[config.mk]
export PLATFORM = sky130hd
export DESIGN_NAME = seg_scan_driver
export DESIGN_NICKNAME = d
export VERILOG_FILES = /design/src/rtl/seg_scan_driver_pkg.sv /design/src/rtl/seg_scan_driver_switch_debounce.sv /design/src/rtl/seg_scan_driver.sv
export SDC_FILE = /design/constraint.sdc
export NUM_CORES = 1
export LEC_CHECK = 0
export CAP_MARGIN = 20
export CORE_ASPECT_RATIO = 0.9
export CORE_MARGIN = 3
export CORE_UTILIZATION = 50
export CTS_BUF_LIST = sky130_fd_sc_hd__clkbuf_2 sky130_fd_sc_hd__clkbuf_4 sky130_fd_sc_hd__clkbuf_8
export CTS_CLUSTER_SIZE = 25
export DETAILED_ROUTE_END_ITERATION = 10
export DONT_BUFFER_PORTS = 1
export SYNTH_ARGS = -nofsm -noshare
export SYNTH_HDL_FRONTEND = slang
export SYNTH_SLANG_ARGS = --single-unit
export TNS_END_PERCENT = 100
[constraint.sdc]
create_clock -name clk -period 2.3 [get_ports clk]
set_input_delay 0.46 -clock clk [delete_from_list [all_inputs] [get_ports clk]]
set_output_delay 0.46 -clock clk [all_outputs]
set_load 0.01 [all_outputs]
[src/rtl/seg_scan_driver_pkg.sv]
// -----------------------------------------------------------------------------
// seg_scan_driver_pkg
// Shared constants and helpers for the 4-digit 7-segment scan driver.
//   - Seven-segment glyphs, active low, bit order {g,f,e,d,c,b,a}.
//   - Anode-off pattern and digit index constants (3 = leftmost digit).
//   - seg_decode(): BCD/code to glyph translation used by the output stage.
// -----------------------------------------------------------------------------
package seg_scan_driver_pkg;

    localparam logic [6:0] SEG_0    = 7'h40;
    localparam logic [6:0] SEG_1    = 7'h79;
    localparam logic [6:0] SEG_2    = 7'h24;
    localparam logic [6:0] SEG_3    = 7'h30;
    localparam logic [6:0] SEG_4    = 7'h19;
    localparam logic [6:0] SEG_5    = 7'h12;
    localparam logic [6:0] SEG_6    = 7'h02;
    localparam logic [6:0] SEG_7    = 7'h78;
    localparam logic [6:0] SEG_8    = 7'h00;
    localparam logic [6:0] SEG_9    = 7'h10;
    localparam logic [6:0] SEG_DASH = 7'h3F;   // only segment g lit
    localparam logic [6:0] SEG_OFF  = 7'h7F;

    localparam logic [3:0] AN_OFF    = 4'hF;
    localparam logic [1:0] DIG_LEFT  = 2'd3;
    localparam logic [1:0] DIG_RIGHT = 2'd0;

    // Code 10 renders as a dash; codes 11..15 render blank.
    function automatic logic [6:0] seg_decode(input logic [3:0] code);
        logic [6:0] glyph;
        case (code)
            4'd0:    glyph = SEG_0;
            4'd1:    glyph = SEG_1;
            4'd2:    glyph = SEG_2;
            4'd3:    glyph = SEG_3;
            4'd4:    glyph = SEG_4;
            4'd5:    glyph = SEG_5;
            4'd6:    glyph = SEG_6;
            4'd7:    glyph = SEG_7;
            4'd8:    glyph = SEG_8;
            4'd9:    glyph = SEG_9;
            4'd10:   glyph = SEG_DASH;
            default: glyph = SEG_OFF;
        endcase
        return glyph;
    endfunction

endpackage

[src/rtl/seg_scan_driver_switch_debounce.sv]
// -----------------------------------------------------------------------------
// switch_debounce
// Two-flop synchroniser followed by a stability counter for a raw switch.
// The accepted level changes only after the synchronised input has differed
// from it for DEBOUNCE_CYC consecutive cycles; shorter bounces are ignored.
// Ports:
//   clk          system clock
//   rst_n        asynchronous active-low reset (all flops return to RESET_VAL)
//   sw_i         raw, unsynchronised switch input
//   level_o      accepted (debounced) level, registered
//   level_next_o value level_o takes at the next edge, so a consumer can act
//                on an acceptance in the same cycle it happens
// -----------------------------------------------------------------------------
module switch_debounce #(
    parameter int   DEBOUNCE_CYC = 500000,
    parameter logic RESET_VAL    = 1'b1
) (
    input  logic clk,
    input  logic rst_n,
    input  logic sw_i,
    output logic level_o,
    output logic level_next_o
);

    localparam int CW = (DEBOUNCE_CYC < 2) ? 1 : $clog2(DEBOUNCE_CYC + 1);
    localparam logic [CW-1:0] CNT_LAST = CW'(DEBOUNCE_CYC - 1);

    logic          sync1_q;
    logic          sync2_q;
    logic          level_q;
    logic          level_d;
    logic [CW-1:0] cnt_q;
    logic [CW-1:0] cnt_d;
    logic          differ;
    logic          accept;

    always_comb begin
        // With a single-bit level, "differs from accepted" already implies the
        // run was unbroken; any change returns it to the accepted value.
        differ  = (sync2_q != level_q);
        accept  = differ && (cnt_q == CNT_LAST);
        cnt_d   = (differ && !accept) ? cnt_q + 1'b1 : '0;
        level_d = accept ? sync2_q : level_q;
    end

    always_ff @(posedge clk or negedge rst_n) begin
        if (!rst_n) begin
            sync1_q <= RESET_VAL;
            sync2_q <= RESET_VAL;
            level_q <= RESET_VAL;
            cnt_q   <= '0;
        end else begin
            sync1_q <= sw_i;
            sync2_q <= sync1_q;
            level_q <= level_d;
            cnt_q   <= cnt_d;
        end
    end

    assign level_o      = level_q;
    assign level_next_o = level_d;

endmodule

[src/rtl/seg_scan_driver.sv]
// -----------------------------------------------------------------------------
// seg_scan_driver
// Time-multiplexed scan driver for a 4-digit 7-segment display. Steps the
// digit select through 3,2,1,0 once per REFRESH_DIV cycles, reads the BCD
// digit back from the upstream mux, and drives registered active-low anodes,
// segments and decimal point. The first BLANK_CYC cycles of each slot keep all
// anodes off to avoid ghosting. Leading zeros on digits 3..1 may be blanked.
// The page switch is debounced and applied only on frame boundaries.
// Ports:
//   clk          system clock
//   rst_n        asynchronous active-low reset
//   bcd_in       BCD digit for the current digit_sel (same-cycle, from mux)
//   page_sw      raw page switch
//   dp_mask      decimal-point enable per digit, 1 = lit
//   digit_sel    digit select to the mux, 3 = leftmost
//   page_sel     debounced page select to the mux
//   an           anodes, active low, an[3] = leftmost
//   seg          segments, active low, {g,f,e,d,c,b,a}
//   dp           decimal point, active low
//   frame_start  one-cycle pulse as digit 3's slot begins
// -----------------------------------------------------------------------------
module seg_scan_driver
    import seg_scan_driver_pkg::*;
#(
    parameter int REFRESH_DIV  = 50000,
    parameter int BLANK_CYC    = 500,
    parameter int DEBOUNCE_CYC = 500000,
    parameter int LZ_BLANK     = 1
) (
    input  logic       clk,
    input  logic       rst_n,
    input  logic [3:0] bcd_in,
    input  logic       page_sw,
    input  logic [3:0] dp_mask,
    output logic [1:0] digit_sel,
    output logic       page_sel,
    output logic [3:0] an,
    output logic [6:0] seg,
    output logic       dp,
    output logic       frame_start
);

    localparam int TW = (REFRESH_DIV < 2) ? 1 : $clog2(REFRESH_DIV);
    localparam logic [TW-1:0] TICK_LAST  = TW'(REFRESH_DIV - 1);
    localparam logic [TW-1:0] BLANK_LAST = TW'(BLANK_CYC);

    logic [TW-1:0] tick_cnt_q,    tick_cnt_d;
    logic [1:0]    digit_sel_q,   digit_sel_d;
    logic          page_sel_q,    page_sel_d;
    logic [3:0]    an_q,          an_d;
    logic [6:0]    seg_q,         seg_d;
    logic          dp_q,          dp_d;
    logic          frame_start_q, frame_start_d;
    logic          lz_run_q,      lz_run_d;

    logic          tick_wrap;
    logic          frame_wrap;
    logic          in_blank;
    logic          lz_hit;
    logic          page_level;
    logic          page_level_next;
    logic [3:0]    an_show;

    switch_debounce #(
        .DEBOUNCE_CYC (DEBOUNCE_CYC),
        .RESET_VAL    (1'b1)
    ) u_page_debounce (
        .clk          (clk),
        .rst_n        (rst_n),
        .sw_i         (page_sw),
        .level_o      (page_level),
        .level_next_o (page_level_next)
    );

    // One-hot-low anode pattern for the digit currently selected.
    generate
        for (genvar gi = 0; gi < 4; gi++) begin : g_an
            assign an_show[gi] = (digit_sel_q != 2'(gi));
        end
    endgenerate

    always_comb begin
        tick_wrap  = (tick_cnt_q == TICK_LAST);
        frame_wrap = tick_wrap && (digit_sel_q == DIG_RIGHT);
        in_blank   = (tick_cnt_q < BLANK_LAST);

        tick_cnt_d  = tick_wrap ? '0 : tick_cnt_q + 1'b1;
        digit_sel_d = tick_wrap ? digit_sel_q - 2'd1 : digit_sel_q;

        // Blank a zero only while every earlier (more significant) digit of
        // this frame was also zero; the rightmost digit is never blanked.
        lz_hit = (LZ_BLANK != 0) && (digit_sel_q != DIG_RIGHT) &&
                 lz_run_q && (bcd_in == 4'd0);

        an_d     = AN_OFF;
        seg_d    = SEG_OFF;
        dp_d     = 1'b1;
        lz_run_d = lz_run_q;

        // Tick 0 is always inside BLANK, so re-arming here never collides
        // with a SHOW-cycle update below.
        if ((tick_cnt_q == '0) && (digit_sel_q == DIG_LEFT)) begin
            lz_run_d = 1'b1;
        end

        if (!in_blank) begin
            an_d  = an_show;
            seg_d = lz_hit ? SEG_OFF : seg_decode(bcd_in);
            dp_d  = ~dp_mask[digit_sel_q];
            if ((digit_sel_q != DIG_RIGHT) && !lz_hit) begin
                lz_run_d = 1'b0;
            end
        end

        // Use the debouncer's next level so an acceptance landing on the
        // wrap cycle is still applied to the frame that starts now.
        page_sel_d    = frame_wrap ? page_level_next : page_sel_q;
        frame_start_d = frame_wrap;
    end

    always_ff @(posedge clk or negedge rst_n) begin
        if (!rst_n) begin
            tick_cnt_q    <= '0;
            digit_sel_q   <= DIG_LEFT;
            page_sel_q    <= 1'b1;
            an_q          <= AN_OFF;
            seg_q         <= SEG_OFF;
            dp_q          <= 1'b1;
            frame_start_q <= 1'b0;
            lz_run_q      <= 1'b1;
        end else begin
            tick_cnt_q    <= tick_cnt_d;
            digit_sel_q   <= digit_sel_d;
            page_sel_q    <= page_sel_d;
            an_q          <= an_d;
            seg_q         <= seg_d;
            dp_q          <= dp_d;
            frame_start_q <= frame_start_d;
            lz_run_q      <= lz_run_d;
        end
    end

    assign digit_sel   = digit_sel_q;
    assign page_sel    = page_sel_q;
    assign an          = an_q;
    assign seg         = seg_q;
    assign dp          = dp_q;
    assign frame_start = frame_start_q;

endmodule

==> results.md, run 1 <==
* Arrival time worst endpoint at between 2 and 2.5 ns
* Clock Latency Late Sink at around 0.31 ns
* Number of distinct library cells after synthesis at 43
* Kind of critical path: reg2reg
* Fraction of synthesis flops using an asynchronous set or reset pin at 100.0%
* Final hold vios at 0
* Synth Register Bits at 55
* Critical R2R Launch: tick_cnt_q[12]
* Number of antenna violations at the first check in global routing at 0
* GRT Total Usage at ~17%
* Total Die Area at about 6200 um2
* Prevailing post-synth register cell: dfrtp_1
* Starting DRC count in detailed routing at 48
* Post-Syn Area per Cell at around 10 um2
* Pre-CTS setup slack at 0.4281 ns
* Synthesized Nets at between 200 and 300
* Run status: finished clean
* Largest net degree at the start of global routing at 56
* Upper clock frequency limit at between 0.5 and 0.6 GHz
* Half-perimeter wire length of the detailed placement result at ~3400 um
* Via/cell ratio at about 5.4
* Area growth, synth to finish at 7.996%
* Areal power density over the cells at ~550 nW/um2
* Final-report max-slew violation count at 0
* Post-route minimum period at approximately 2 ns
* Cell at the root of the clock tree: clkbuf_8
* Endpoint required time on the critical path at between 2 and 3 ns
* Antenna diode count at 0
* RSZ-0062 raised after global routing: false
* Core Box Area at 4985 um2
* Combined area of all synthesized cells at 2660 um2
* Via count of the first global-routing pass at 1664
* Fin Setup TNS at 0 ns
* Number of synthesized flops with an enable pin at 0
* Number of buffers created by CTS at 5
* Per-cell routed wire length at ~14 um
* Setup Fix Bufs, Post-CTS at 0
* Total DRC errors in the routed layout at 0
* R2R Setup Slk at between 0.3 and 0.4 ns
* Detailed Route WL at between 4000 and 5000 um
* Number of endpoints failing setup at the final stage at 0
* FP Rows at 24
* Post-synthesis sequential area ratio at between 50% and 60%
* Worst hold path depth at 0
* Initial Util at 53.36%
* Global-route wire length before repair at 8086 um
* Total of buffers placed on input and output ports at 0
* Top library cells by usage in the layout, fill and taps aside: 36 x dfrtp_1, 31 x nor2_1, 20 x nand2_1
* Clock transition at the register clock pins on the worst setup and hold paths after CTS at around 0.10 ns
* Worst R2R Path Depth at 4
* DR pass1 iterations at 4
* Max cap viols at 0
* Hold Path Sink: u_page_debounce.sync1_q
* Slew headroom at between 50% and 60%
* Static power due to leakage at around 1.2 nW
* Remaining global-route overflow at 0
* Sinks on the clock net at 55
* Hold/Removal Path Class: in2reg
* Tcrit/Tclk final at between 80% and 90%
* Routed Antenna Nets at 0
* Highest net fanout along the worst path at 7
* Terminus of the critical flop-to-flop path: seg[0]
* Peak ir drop on the vdd network at 0.3025 mV
* Number of cells produced by synthesis at 254
* Number of top-level pins at 27
* Number of levels in the clock H-tree at 2
* Clock Path Buffers at 2
* Die Y-Extent at between 70 and 80 um
* Die Span X at about 83 um
* Routed via count at ~1800
* RePlAce Congestion at ~0.81
* Number of nets in the layout at between 200 and 300
* Transition time at the pin with the least slew margin at roughly 0.67 ns
* Startpoint of the most critical hold path: page_sw
* Most common cell after layout, fill and taps aside: dfrtp_1
* Final setup skew at ~0.007 ns
* Number of warning messages in the yosys log at 0
* Category of the worst setup path capture point: flop
* TritonCTS clock tree: built
* Share of cells above drive strength 1 at between 10% and 20%
* Launching element type of the critical path: flop
* Fin worst setup slack at 0.3481 ns
* Total chip power at around 1.6 mW
## cell usage after synthesis (all sizes together) (3+ instances only)
| master | count | area (um2) |
|---|---|---|
| clkbuf | 3 | 11.26 |
| xnor2 | 15 | 131.4 |
| nor2 | 31 | 116.4 |
| dfstp | 19 | 499.2 |
| and4 | 7 | 61.31 |
| or4 | 3 | 26.27 |
| inv | 17 | 63.81 |
| xor2 | 11 | 96.34 |
| nor3 | 7 | 35.03 |
| ha | 12 | 150.1 |
| o21ai | 6 | 30.02 |
| nor4 | 4 | 25.02 |
| a21oi | 11 | 55.05 |
| nand3 | 10 | 50.05 |
| nand4 | 9 | 62.56 |
| or3 | 3 | 18.77 |
| dfrtp | 36 | 900.9 |
| o21bai | 3 | 22.52 |
| nand2 | 20 | 75.07 |
## logic make-up after synthesis
| kind of cell | count (synthesis) | synth area share, % |
|---|---|---|
| simple gates | 102 | 20.04 |
| flops | 55 | 52.63 |
| compound gates | 35 | 8.466 |
| xor+xnor | 26 | 8.561 |
| buf+inv | 21 | 3.010 |
| fa+ha+maj | 12 | 5.644 |
| mux | 3 | 1.646 |
## layer usage
metal / up-vias / global-route usage, % / part of all wire, %
li1: 907 / - / -
met1: 827 / 23.70 / 53
met2: 29 / 24.47 / 42
met3: 7 / 5.033 / 4.2
met4: 0 / 5.989 / 1.4
met5: - / 0 / 0
## through the flow
stage	utilization, %	cell area [um2]	cells	hold slack (ns)
after global routing	57.63	2873	328	0.1095
final	57.63	2873	328	0.1384
after detailed placement	55.12	2748	318	0.1663
after global placement	55.12	2748	318	0.1663
after CTS	57.63	2873	328	0.1264
after floorplan	-	2660	254	0.1644
## final cells by class
type	instances	area, um2
flip-flops and latches	55	1400
clock buffers	5	68.82
clock inverters	3	18.77
fillers	457	2112
well taps	65	81.33
inverters	17	63.81
repair buffers	5	60.06
multi-input cells	178	1180
## sequential cells by signal, indices dropped and copies added, names as in the netlist
signal,cells
u_page_debounce.level_o,1
page_sel,1
u_page_debounce.sync1_q,1
digit_sel,2
u_page_debounce.sync2_q,1
lz_run_q,1
u_page_debounce.cnt_q,19
tick_cnt_q,16
seg,7
frame_start,1
dp,1
an,4
## worst max-delay path by stage
stage	from	end	slack, ns	depth (start not counted)
after global routing	tick_cnt_q[13]	seg[0]	0.13	4
final	tick_cnt_q[12]	seg[0]	0.35	4
after floorplan	u_page_debounce.cnt_q[0]	u_page_debounce.cnt_q[10]	0.51	6
after CTS	tick_cnt_q[12]	seg[5]	0.35	4
after global placement	u_page_debounce.cnt_q[4]	u_page_debounce.cnt_q[17]	0.50	4
after detailed placement	tick_cnt_q[13]	seg[5]	0.43	4
## report_power, final
| group | leakage, nW | switching (mW) | total [mW] | internal [mW] |
|---|---|---|---|---|
| clock network | 0.0483 | 0.311 | 0.525 | 0.215 |
| logic | 0.481 | 0.0384 | 0.0614 | 0.0230 |
| registers | 0.685 | 0.00518 | 0.981 | 0.975 |
| total | 1.21 | 0.354 | 1.57 | 1.21 |
## worst max-delay path, stage by stage, from the launching register on
cell,delay (ns)
dfrtp_1,0.42
nor4_1,0.61
o211ai_1,0.40
o211ai_1,0.29
o21bai_1,0.17
## timing repair
| item | CTS | global route |
|---|---|---|
| endpoints found under the hold margin | 55 | 0 |
| hold buffers | 2 | 0 |
| resized for setup | 0 | 0 |
Note: power is estimated with default switching activity, not from simulation.
==> inputs of run 2 (changes only) <==
- clock period: 2.3 -> 1.8 ns (I/O delays scaled with it)
==> run 2 against run 1 <==
Against the previous run:
- fmax up 12%
- design area up 5.8%
- non-clock buffer count up 18
- clock skew up 0.0075 ns
- first-iteration DRC count up 17%
- final cell count up 5.5%
- routed wire length up 1.4%
- highest routed layer unchanged
==> results.md, run 2 (synthesized netlist as in run 1, its figures left out) <==
* Detailed Route WL at approximately 4800 um
* Share of cells above drive strength 1 at roughly 22%
* Top library cells by usage in the layout, fill and taps aside: 35 x dfrtp_1, 31 x nor2_1, 20 x nand2_1, 20 x buf_4, 19 x dfstp_2
* Total chip power at 2.013 mW
* Post-route minimum period at 1.745 ns
* Starting DRC count in detailed routing at between 50 and 60
* Fin area at ~3000 um2
* Cell at the root of the clock tree: clkbuf_8
* RSZ-0062 raised after global routing: false
* Area growth, synth to finish at 14.30%
* Most common cell after layout, fill and taps aside: dfrtp_1
* Highest net fanout along the worst path at 5
* Initial Util at 53.36%
* Core Box Area at 4985 um2
* Final hold vios at 0
* RePlAce Congestion at around 0.81
* Areal power density over the cells at roughly 660 nW/um2
* Clock Latency Late Sink at ~0.30 ns
* Number of antenna violations at the first check in global routing at 0
* Max cap viols at 0
* Number of flip-flops in the largest register at 19
* Relative contribution of combinational cells to total power at ~4.3%
* GRT Total Usage at between 10% and 20%
* Number of endpoints failing setup at the final stage at 0
* Hold/Removal Path Class: in2reg
* Final setup skew at between 0.01 and 0.015 ns
* Kind of critical path: reg2reg
* Routed Antenna Nets at 0
* Total of buffers placed on input and output ports at 0
* NetSw at between 0.4 and 0.5 mW
* Internal cell power at 1.560 mW
* Remaining global-route overflow at 0
* Clock Path Buffers at 2
* Largest net degree at the start of global routing at between 50 and 60
* Antenna diode count at 0
* Sequential Power Share at between 60 and 70%
* Run status: finished clean
* Via/cell ratio at roughly 5.4
* Transition time at the pin with the least slew margin at roughly 0.42 ns
* Placed Area at 2858 um2
* Total DRC errors in the routed layout at 0
* Via count of the first global-routing pass at 1709
* Tcrit/Tclk final at about 97%
* Slew headroom at 71.79%
* Global-route wire length before repair at 8204 um
* Number of top-level pins at 27
* Half-perimeter wire length of the detailed placement result at between 3000 and 4000 um
* Per-cell routed wire length at between 10 and 15 um
* Endpoint required time on the critical path at about 2.0 ns
* Pre-CTS setup slack at about 0.035 ns
* Die Span X at between 80 and 90 um
* Category of the worst setup path capture point: flop
* Die Y-Extent at between 70 and 80 um
* Final-report max-slew violation count at 0
* Fin Setup TNS at 0 ns
* TritonCTS clock tree: built
* Static power due to leakage at 1.306 nW
* Sinks on the clock net at 55
* Count of placed standard cells including taps at 331
* Upper clock frequency limit at 0.5730 GHz
* FP Rows at 24
* Worst hold margin at between 0.05 and 0.06 ns
* Number of nets in the layout at roughly 300
* Launching element type of the critical path: flop
* Number of buffers created by CTS at 5
* Peak ir drop on the vdd network at roughly 0.6 mV
* Clock power share at approximately a third
* Routed via count at about 1900
* Number of levels in the clock H-tree at 2
* Register name with the most flops: u_page_debounce.cnt_q
* Fin worst setup slack at 0.05489 ns
* DR pass1 iterations at 4
* Switch share at approximately 23%
* Utilization of the core after routing at approximately three fifths
* Filler instances at 437
* Arrival time worst endpoint at approximately 2 ns
* Count of placed standard cells in the final layout, fillers left out at about 350
* Total Die Area at roughly 6200 um2
* Clock transition at the register clock pins on the worst setup and hold paths after CTS at 0.10 ns
==> run 2: power groups by stage <==
stage	logic [mW]	clock network, mW	registers, mW
global route	0.0981	0.763	1.25
CTS	0.0875	0.709	1.25
finish	0.0856	0.675	1.25
detailed placement	0.0537	0	1.28
floorplan	0.0402	0	1.27
global placement	0.0530	0	1.27
==> run 2: what timing repair did <==
item                                   CTS  global route
setup buffers                            0             5
hold buffers                             2             0
setup endpoints to repair                0             2
resized for setup                        0             4
endpoints found under the hold margin   55             0
==> run 2: worst max-delay path, cell delays in order, from the launching register on <==
cell     delay, ns
dfrtp_1       0.42
nand3_2       0.10
or4_4         0.56
or4_1         0.42
a21oi_1       0.16
==> run 2: routing by layer <==
layer  share of wire (%)  vias up  GRT usage (%)
met1                  51      899          23.84
met3                 4.3        4          4.267
li1                    -      934              -
met2                  44       31          25.09
met4                0.65        0          3.267
met5                   0        -              0
==> run 2: final timing paths <==
check | depth (start not counted) | to | startpoint | slack, ns
max | 4 | u_page_debounce.cnt_q[17] | u_page_debounce.cnt_q[4] | 0.05
min | 0 | u_page_debounce.sync1_q | page_sw | 0.05
max reg2reg | 4 | u_page_debounce.cnt_q[17] | u_page_debounce.cnt_q[4] | 0.05
max in group asynchronous | 2 | u_page_debounce.sync1_q | rst_n | 0.93
min reg2reg | 0 | u_page_debounce.sync2_q | u_page_debounce.sync1_q | 0.36
min in group asynchronous | 2 | u_page_debounce.cnt_q[6] | rst_n | 0.57
==> run 2: cell type report <==
class | instances | area [um2] | share of cell area, %
Clock buffer | 5 | 68.82 | 2.263
Sequential cell | 55 | 1401 | 46.09
Timing Repair Buffer | 23 | 207.7 | 6.831
Multi-Input combinational cell | 178 | 1195 | 39.30
Inverter | 17 | 63.81 | 2.099
Tap cell | 65 | 81.33 | 2.675
Clock inverter | 3 | 22.52 | 0.7407
==> inputs of run 3 (changes only) <==
- CORE_ASPECT_RATIO: 0.9 -> unset
==> run 3 against run 2 <==
Against the previous run:
- worst setup slack better by 0.018 ns
- first-iteration DRC count up 32%
- final cell count up 0.87%
- routed wire length up 0.54%
- non-clock buffer count up 1
- sequential share of layout area up 0.15 points
- fmax up 1.0%
- via count down 0.21%
- hold slack worse by 0.0054 ns
- highest routed layer unchanged
- critical path depth unchanged
- core utilization up 0.27 points
==> results.md, run 3 (synthesized netlist as in run 1, its figures left out) <==
* Run status: finished clean
* Number of buffers created by CTS at 5
* CP top delay family: simple AND/OR/NAND/NOR gates
* Transition time at the pin with the least slew margin at around 0.38 ns
* Total of buffers placed on input and output ports at 0
* Sinks on the clock net at 55
* Number of flip-flops in the largest register at 19
* Top library cells by usage in the layout, fill and taps aside: 36 x dfrtp_1, 31 x nor2_1, 22 x buf_4
* FP Rows at 25
* Via count of the first global-routing pass at 1825
* Placed Area at between 2000 and 3000 um2
* Starting DRC count in detailed routing at 74
* GR Layer Usage met1 at 22.87%
* Static power due to leakage at approximately 1.3 nW
* Number of antenna violations at the first check in global routing at 0
* CP bufs+invs at 0
* Share of cells above drive strength 1 at a little over a fifth
* Half-perimeter wire length of the detailed placement result at 3461 um
* Antenna diode count at 0
* Global-route wire length before repair at approximately 8300 um
* Upper clock frequency limit at about 0.58 GHz
* Die Span X at roughly 79 um
* Total chip power at between 2 and 2.5 mW
* Fin area at ~3000 um2
* Detailed Route WL at approximately 4800 um
* RePlAce Congestion at 0.8059
* Launching element type of the critical path: flop
* Cell type of the slowest stage on the worst timing path: or4_4
* Hold/Removal Path Class: in2reg
* Final setup skew at 0.009174 ns
* Area growth, synth to finish at 13.83%
* Category of the worst setup path capture point: flop
* Core Box Area at just under 5000 um2
* Number of endpoints failing setup at the final stage at 0
* Clock Path Buffers at 2
* Total DRC errors in the routed layout at 0
* Peak per-stage delay on the critical path at between 0.5 and 0.6 ns
* DR pass1 iterations at 4
* Kind of critical path: reg2reg
* Number of levels in the clock H-tree at 2
* Routed via count at 1864
* Number of nets in the layout at a little over 300
* Worst R2R Path Depth at 4
* Areal power density over the cells at between 600 and 700 nW/um2
* Post-route minimum period at 1.727 ns
* Logic depth of the worst path, buffers included at 4
* Met2 demand-to-capacity share in global routing at 26.32%
* Endpoint required time on the critical path at about 2.0 ns
* Largest net degree at the start of global routing at 56
* Highest net fanout along the worst path at 5
* Total Die Area at 6232 um2
* Via/cell ratio at 5.341
* Slew headroom at 74.83%
* Routed Antenna Nets at 0
* Most common cell after layout, fill and taps aside: dfrtp_1
* Cell at the root of the clock tree: clkbuf_8
* Layer with the highest usage: met2
* Critical path, cell by cell: nand4_2, or4_4, or4_1, a21oi_1
* Per-cell routed wire length at around 14 um
* Remaining global-route overflow at 0
* Die Y-Extent at roughly 79 um
* Initial Util at a little over half
* Number of top-level pins at 27
* Arrival time worst endpoint at 1.96 ns
* TritonCTS clock tree: built
* Clock transition at the register clock pins on the worst setup and hold paths after CTS at roughly 0.1 ns
* Clock Latency Late Sink at roughly 0.30 ns
* Tcrit/Tclk final at a little over nine tenths
* Register name with the most flops: u_page_debounce.cnt_q
* Met3 Use GR at under 10%
* Final-report max-slew violation count at 0
* Worst hold path depth at 0
* Utilization of the core after routing at about 60%
* Peak ir drop on the vdd network at between 0.3 and 0.4 mV
* GRT Total Usage at 16.84%
* Max cap viols at 0
* Final hold vios at 0
-- run 3: worst paths after layout --
path,slack [ns],endpoint,startpoint
min in group asynchronous,0.57,u_page_debounce.cnt_q[13],rst_n
max reg2reg,0.07,u_page_debounce.cnt_q[17],u_page_debounce.cnt_q[10]
min,0.05,u_page_debounce.sync1_q,page_sw
max in group asynchronous,0.94,u_page_debounce.sync2_q,rst_n
max,0.07,u_page_debounce.cnt_q[17],u_page_debounce.cnt_q[10]
min reg2reg,0.36,u_page_debounce.sync2_q,u_page_debounce.sync1_q
-- run 3: worst register-to-register path, delay by kind of cell (launching register included) --
kind / cells / cell delay [ns]
flops: 1 / 0.41
compound gates: 1 / 0.15
simple gates: 3 / 1.11
-- run 3: power by group --
part / leakage [nW] / internal (mW) / switching, mW
clock network: 0.0462 / 0.288 / 0.377
registers: 0.685 / 1.25 / 0.00564
logic: 0.573 / 0.0349 / 0.0523
-- run 3: final cells by class --
cell class / count / area (um2)
fill: 410 / 1914
clock inverter: 2 / 12.51
sequential: 55 / 1400
inverter: 17 / 63.81
tap: 67 / 83.83
timing repair buffer: 24 / 202.7
clock buffer: 6 / 76.32
multi-input combinational: 178 / 1189
-- run 3: per-layer routing --
layer	share of wire, %	up-vias
met5	0	-
met4	1.5	0
met3	3.1	7
met2	44	30
met1	51	892
li1	-	935
-- run 3: timing repair --
item	4_1_cts	5_1_grt
hold buffers	2	0
setup endpoints to repair	0	4
resized for setup	0	2
endpoints found under the hold margin	55	0
buffers inserted	0	5
-- run 3: through the flow --
step / setup slack [ns] / hold WS (ns) / TNS, ns / cells
floorplan: 0.006802 / 0.06441 / 0 / 254
global placement: 0.1253 / 0.06618 / 0 / 334
detailed placement: 0.08215 / 0.06697 / 0 / 334
CTS: 0.05523 / 0.02955 / 0 / 344
global route: -0.02404 / 0.01308 / -0.02659 / 349
finish: 0.07261 / 0.04720 / 0 / 349
